$ cat src/rtl/bias_acc_relu_layer16.sv
// bias_acc_relu_layer16: per-lane bias-seeded accumulation over N_PASS beats, then 18-bit saturation, optional ReLU and a held valid/ready output
// Ports: clk/rst_n (async active-low); bias, in_valid/in_ready/in_data (partial-sum beats);
//        out_valid/out_ready/out_data (result vector); group_cnt (groups delivered, wraps at 2^16)
module bias_acc_relu_layer16 #(
    parameter int N_adder_tree = 16,
    parameter int DATA_W       = 18,
    parameter int ACC_W        = 24,
    parameter int N_PASS       = 4,
    parameter int RELU         = 1
) (
    input  logic                           clk,
    input  logic                           rst_n,
    input  logic [N_adder_tree*DATA_W-1:0] bias,
    input  logic                           in_valid,
    output logic                           in_ready,
    input  logic [N_adder_tree*DATA_W-1:0] in_data,
    output logic                           out_valid,
    input  logic                           out_ready,
    output logic [N_adder_tree*DATA_W-1:0] out_data,
    output logic [15:0]                    group_cnt
);
    localparam int PW = N_PASS > 1 ? $clog2(N_PASS) : 1;
    localparam logic signed [ACC_W-1:0] MAXV = ACC_W'((1 << (DATA_W - 1)) - 1);
    localparam logic signed [ACC_W-1:0] MINV = -MAXV - 1;
    logic [PW-1:0] pass_cnt;
    logic first, last, take;
    logic [N_adder_tree-1:0][ACC_W-1:0] acc, sum;
    logic [N_adder_tree-1:0][DATA_W-1:0] res;
    assign first = pass_cnt == '0;
    assign last = pass_cnt == PW'(N_PASS - 1);
    // only the completing beat has to wait for the held output to drain
    assign in_ready = !(out_valid && !out_ready && last);
    assign take = in_valid && in_ready;
    for (genvar k = 0; k < N_adder_tree; k++) begin : g_lane
        logic signed [ACC_W-1:0] b, d, s;
        logic [DATA_W-1:0] sat;
        assign b = ACC_W'($signed(bias[DATA_W*k +: DATA_W]));
        assign d = ACC_W'($signed(in_data[DATA_W*k +: DATA_W]));
        // bias seeds the lane only on the first beat of a group
        assign s = (first ? b : $signed(acc[k])) + d;
        assign sat = s > MAXV ? MAXV[DATA_W-1:0] : s < MINV ? MINV[DATA_W-1:0] : s[DATA_W-1:0];
        assign sum[k] = s;
        assign res[k] = (RELU != 0 && sat[DATA_W-1]) ? '0 : sat;
    end
    always_ff @(posedge clk or negedge rst_n) begin
        if (!rst_n) begin
            acc       <= '0;
            pass_cnt  <= '0;
            out_valid <= 1'b0;
            out_data  <= '0;
            group_cnt <= '0;
        end else begin
            if (take) begin
                acc      <= sum;
                pass_cnt <= last ? '0 : pass_cnt + 1'b1;
            end
            if (take && last) begin
                out_data  <= res;
                out_valid <= 1'b1;
                group_cnt <= group_cnt + 1'b1;
            end else if (out_valid && out_ready) begin
                out_valid <= 1'b0;
            end
        end
    end
endmodule

$ cat config.mk
export PLATFORM = sky130hd
export DESIGN_NAME = bias_acc_relu_layer16
export DESIGN_NICKNAME = d
export VERILOG_FILES = /design/src/rtl/bias_acc_relu_layer16.sv
export SDC_FILE = /design/constraint.sdc
export NUM_CORES = 2
export LEC_CHECK = 0
export CAP_MARGIN = 5
export CORE_MARGIN = 3
export CORE_UTILIZATION = 27
export CTS_CLUSTER_SIZE = 12
export DETAILED_ROUTE_END_ITERATION = 8
export GPL_TIMING_DRIVEN = 0
export HOLD_SLACK_MARGIN = 0.06
export SLEW_MARGIN = 25
export SYNTH_ARGS = -nofsm -noshare
export SYNTH_HDL_FRONTEND = slang
export SYNTH_SLANG_ARGS = --single-unit
$ cat constraint.sdc
create_clock -name clk -period 8.5 [get_ports clk]
set_clock_uncertainty 0.2 [all_clocks]
set_input_delay 1.7 -clock clk [delete_from_list [all_inputs] [get_ports clk]]
set_output_delay 1.7 -clock clk [all_outputs]
set_load 0.01 [all_outputs]
# Word level (Yosys, flattened, before mapping)
# Index checks and enable logic that the tools add are counted.
dict set report classes {
  n_addsub 18
  n_lt_le_gt_ge 32
  eq_ne 1
  n_mux 67
  n_reduce_logical 9
}
# operator n
set ops {}
lappend ops {{18-bit 2-to-1 mux} 32}
lappend ops {{24-bit by 18-bit adder with 24-bit output} 16}
lappend ops {{24-bit by 18-bit > comparator with 1-bit output, second input constant} 16}
lappend ops {{24-bit by 18-bit < comparator with 1-bit output, second input constant} 16}
lappend ops {{24-bit 2-to-1 mux} 16}
lappend ops {{17-bit 2-to-1 mux} 16}
lappend ops {{16-bit by 1-bit adder with 16-bit output, second input constant} 1}
lappend ops {{1-bit logical AND} 5}
lappend ops {{2-bit by 1-bit adder with 2-bit output, second input constant} 1}
lappend ops {{2-bit == test, second input constant} 1}
lappend ops {{1-bit zero test} 2}
lappend ops {{2-bit zero test} 1}
lappend ops {{1-bit 2-to-1 mux} 2}
lappend ops {{2-bit 2-to-1 mux} 1}
lappend ops {{2-bit nonzero test} 1}
dict set report word_totals {
  regBits 691
  input_bits 580
  elab_cells 147
}

# Logic depth before layout (Yosys ltp)
dict set report depth {
  word_depth 7
  mapped_depth 22
  depth_no_buf 15
}

# Worst setup path before layout
# Ideal clock, no wire load.
dict set report synth_path {
  kind {reg-to-reg}
  from {reg pass_cnt[0]}
  to {reg out_data[187]}
  setup_ps 123
  t_arrival_ps 5631
  required_time_ps 8177
  setup_slack_ps 2546
  path_stages_with_launch 22
  path_buffers 7
  period_less_slack_ps 5954
  path_cell_list {dfrtp_1 -> inv_1 -> ha_1 -> buf_1 -> clkbuf_1 -> clkbuf_1 -> clkbuf_1 -> clkbuf_1 -> buf_1 -> mux2_2 -> ha_1 -> fa_1 -> a211oi_1 -> nor2_1 -> o311ai_2 -> a21boi_0 -> o211a_1 -> or3_1 -> a221oi_1 -> nand4_2 -> buf_2 -> o221a_2}
}
dict set report synth_between {
  elab_chain_len 7
  elab_cells_between_ends 13
}
# item line
set synth_lines {}
lappend synth_lines {{start, declared} 25} ;# logic [PW-1:0] pass_cnt;
lappend synth_lines {{start signal, assigned} 55} ;# pass_cnt <= last ? '0 : pass_cnt + 1'b1;
lappend synth_lines {{2-bit zero test} 29} ;# assign first = pass_cnt == '0;
lappend synth_lines {{24-bit 2-to-1 mux} 40} ;# assign s = (first ? b : $signed(acc[k])) + d;
lappend synth_lines {{24-bit by 18-bit adder with 24-bit output} 40}
lappend synth_lines {{24-bit by 18-bit < comparator with 1-bit output} 41} ;# assign sat = s > MAXV ? MAXV[DATA_W-1:0] : s < MINV ? MINV[DATA_W-1:0] : s[DATA_W-1:0];
lappend synth_lines {{18-bit 2-to-1 mux (2 in a row)} 41}
lappend synth_lines {{17-bit 2-to-1 mux} 43} ;# assign res[k] = (RELU != 0 && sat[DATA_W-1]) ? '0 : sat;
lappend synth_lines {{end signal, assigned} 58} ;# out_data <= res;
lappend synth_lines {{end, declared} 19} ;# output logic [N_adder_tree*DATA_W-1:0] out_data,
# Parallel ways exist; a longest one is shown, timed or not.
# A chain may end at the register's enable or synchronous reset.

# Final worst setup path
dict set report layout_path {
  from {reg pass_cnt[0]}
  to {reg out_data[80]}
}
# Same word-level chain as after synthesis.

==> results.txt <==
CTS tree: done
row count: 158
sw frac: 47.36%
Power Internal: 15.67 mW
# H-tree levels: 3
Period Utilization, post-route: 94.62%
Via density: 5.284
synth top area cells: dfrtp_1, ha_1, mux2_2, nand2_1, o21ai_0
Max IR drop VDD: 219.6 uV
Die H: 439.0 um
fin cells: 9,291
fin. max-slew vios: 0
Post-synth EDFFs: 0
initial antenna violation count: 83
Clk pwr share: 13.5%
I/O Pins: 886
Final setup viols: 0
P_sw: 14.10 mW
clk root buf: clkbuf_16
Antenna Nets Post-Route: 0
Routed WL per cell: 26.19 um
largest net degree at the start of global routing: 88
WP data required: 8.96 ns
PortBufs: 869
worst-skew pair later-pin latency: 0.74 ns
Final min period: 8.043 ns
Detailed Routing Iterations Pass 1: 6
first-pass GRT wire length: 341,100 um
TritonCTS Sinks: 675
Placed Area: 0.06364 sq mm
status: complete, no violations
fmax: 124.3 MHz
RR Startpoint: pass_cnt[0]
Worst Setup End Kind: flip-flop
Yosys cell types: 111
Initial Utilization: 27.24%
clock-pin slew on the worst setup and hold paths: 0.07 ns
max_slew headroom: 30.53%
Hold WS: 0.2662 ns
nets: 7,679
Synth-to-Final Area Change: 32.09%
placed cell count: 9,070
via count: 49.09k
DRC: 0
gr ovfl total: 0
synth cell count leaders: nand2_1, dfrtp_1, o21ai_0
pwr/cell area: 445.1 mW/mm^2
hold path cells: 2
reg2reg path depth: 21
Post-Syn Instances: 5,665
Tot GR Track Use: 24.21%
CP Launch Type: flip-flop
count leader, synth: nand2_1
dpl ws: -0.7500 ns
FFs w/ async S/R, synth: 100.0%
Crit Path Category: reg -> reg
Hold Startpoint: acc[350]
leakage: 29.15 nW
Hold Path End: acc[350]
Max Buffers Root-to-Sink: 3
fin worst setup slack: 0.4570 ns
Design Power: 29.77 mW
vias in the first global route: 47.76k
Critical Path Fanout Max: 10
RSZ-0062 raised after global routing: no
Post-Layout Inst Area: 0.06687 sq mm
Mean Syn Cell Area: 8.936 sq um
CORE AREA: 0.1858 sq mm
HP Class: reg -> reg
Worst Tran Pin Value: 1.042 ns
Synth Register Bits: 675
ys flop type: dfrtp_1
cts hold-fix bufs: 0
Post-Syn Area: 0.05062 sq mm
register share of total power: 19.4%
layout cells sized above 1: 12.31%
Synth top area share: 33.37%
die area: 0.1927 sq mm
max-cap viol count: 0
chip width: 439.0 um
final hold violations: 0
HPWL Detailed: 194,200 um
Syn. warnings: 0
post-synthesis sequential area ratio: 33.37%
fill count: 19.02k
post-layout util: 35.99%
r2r setup slk: 0.46 ns
combinational fraction of design power: 67.1%
Routability Congestion: 0.9450
Arrival @ worst endpoint: 8.50 ns
Inserted Clock Buffers: 90
1st-iter DRT viols: 3,276
R2R Path End: out_data[80]
Fin Setup TNS: 0 ns
final wirelength: 243,300 um
Synth area leader: dfrtp_1
registers in the layout (all words and copies together), names as in the netlist:
register	cells
group_cnt	16
pass_cnt	2
out_valid	1
out_data	272
acc	384
worst max-delay path by stage:
stage | from | endpoint | slack, ns | depth (start not counted)
floorplan | pass_cnt[0] | out_data[187] | 2.55 | 21
global placement | rst_n | group_cnt[11] | -27.78 | 1
detailed placement | pass_cnt[0] | out_data[101] | -0.75 | 22
CTS | pass_cnt[0] | out_data[121] | 0.08 | 23
global route | pass_cnt[0] | out_data[100] | 0.03 | 22
finish | pass_cnt[0] | out_data[80] | 0.46 | 21
logic make-up after synthesis:
group | after synthesis | synth area share (%)
and+or+nand+nor | 1730 | 15.54
AOI/OAI and AO/OA | 1693 | 23.38
DFF | 675 | 33.37
buffers and inverters | 491 | 3.977
adders and majority gates | 414 | 10.47
muxes | 347 | 7.662
xor gates and xnor gates | 314 | 5.600
other | 1 | 0.007407
routing by layer:
layer	global-route usage, %	share of wire, %	vias to the layer above
met3	3.157	4.7	375
met2	40.43	48	1589
met4	12.52	5.3	10
met5	0	0.028	-
li1	-	-	22850
met1	30.46	42	24270
cell usage in the layout, fill, tap and decap left out, drive strengths merged, types with 181 or more instances in the layout:
| master | n |
|---|---|
| a21oi | 317 |
| dfrtp | 675 |
| nand2 | 860 |
| inv | 211 |
| o21ai | 483 |
| mux2 | 324 |
| clkbuf | 332 |
| clkdlybuf4s50 | 868 |
| ha | 398 |
| nor2 | 320 |
| xnor2 | 181 |
area by class of cell:
cell class	count	area, sq um	area share, %
flip-flops and latches	675	16890	25.26
inverters	209	784.5	1.173
plain buffers	282	1325	1.981
multi-input cells	4514	31820	47.59
repair buffers	913	9782	14.63
diodes	58	145.1	0.2170
well taps	2480	3103	4.640
clock inverters	33	392.9	0.5875
clock buffers	127	2625	3.925
power by group through the flow:
stage                     combinational [mW]  clock (mW)  sequential [mW]
after global routing                    21.8        4.23             5.94
after floorplan                         12.8           0             5.80
after global placement                  19.2           0             5.81
after CTS                               19.9        4.11             5.76
final                                   20.0        4.01             5.77
after detailed placement                19.8           0             5.79
repair_timing:
item | in CTS | in global routing
setup endpoints to repair | 199 | 37
pin swaps | 0 | 1
setup buffers | 0 | 3
resized for setup | 7 | 4
critical path, stage by stage (launching register included):
cell and delay (ns):
dfrtp_1 0.40, inv_1 0.08, ha_1 0.37, buf_2 0.47, clkbuf_4 0.43, clkbuf_2 0.37
clkbuf_2 0.41, clkbuf_1 0.36, clkbuf_2 0.51, buf_16 0.23, mux2_2 0.35, ha_1 0.38
nand3_1 0.18, nor4_1 0.67, o21bai_1 0.20, a31oi_1 0.37, a21o_1 0.18, o22ai_1 0.10
xor2_1 0.48, mux2i_4 0.61, buf_2 0.35, o221a_2 0.22
Note: power is estimated with default switching activity, not from simulation.
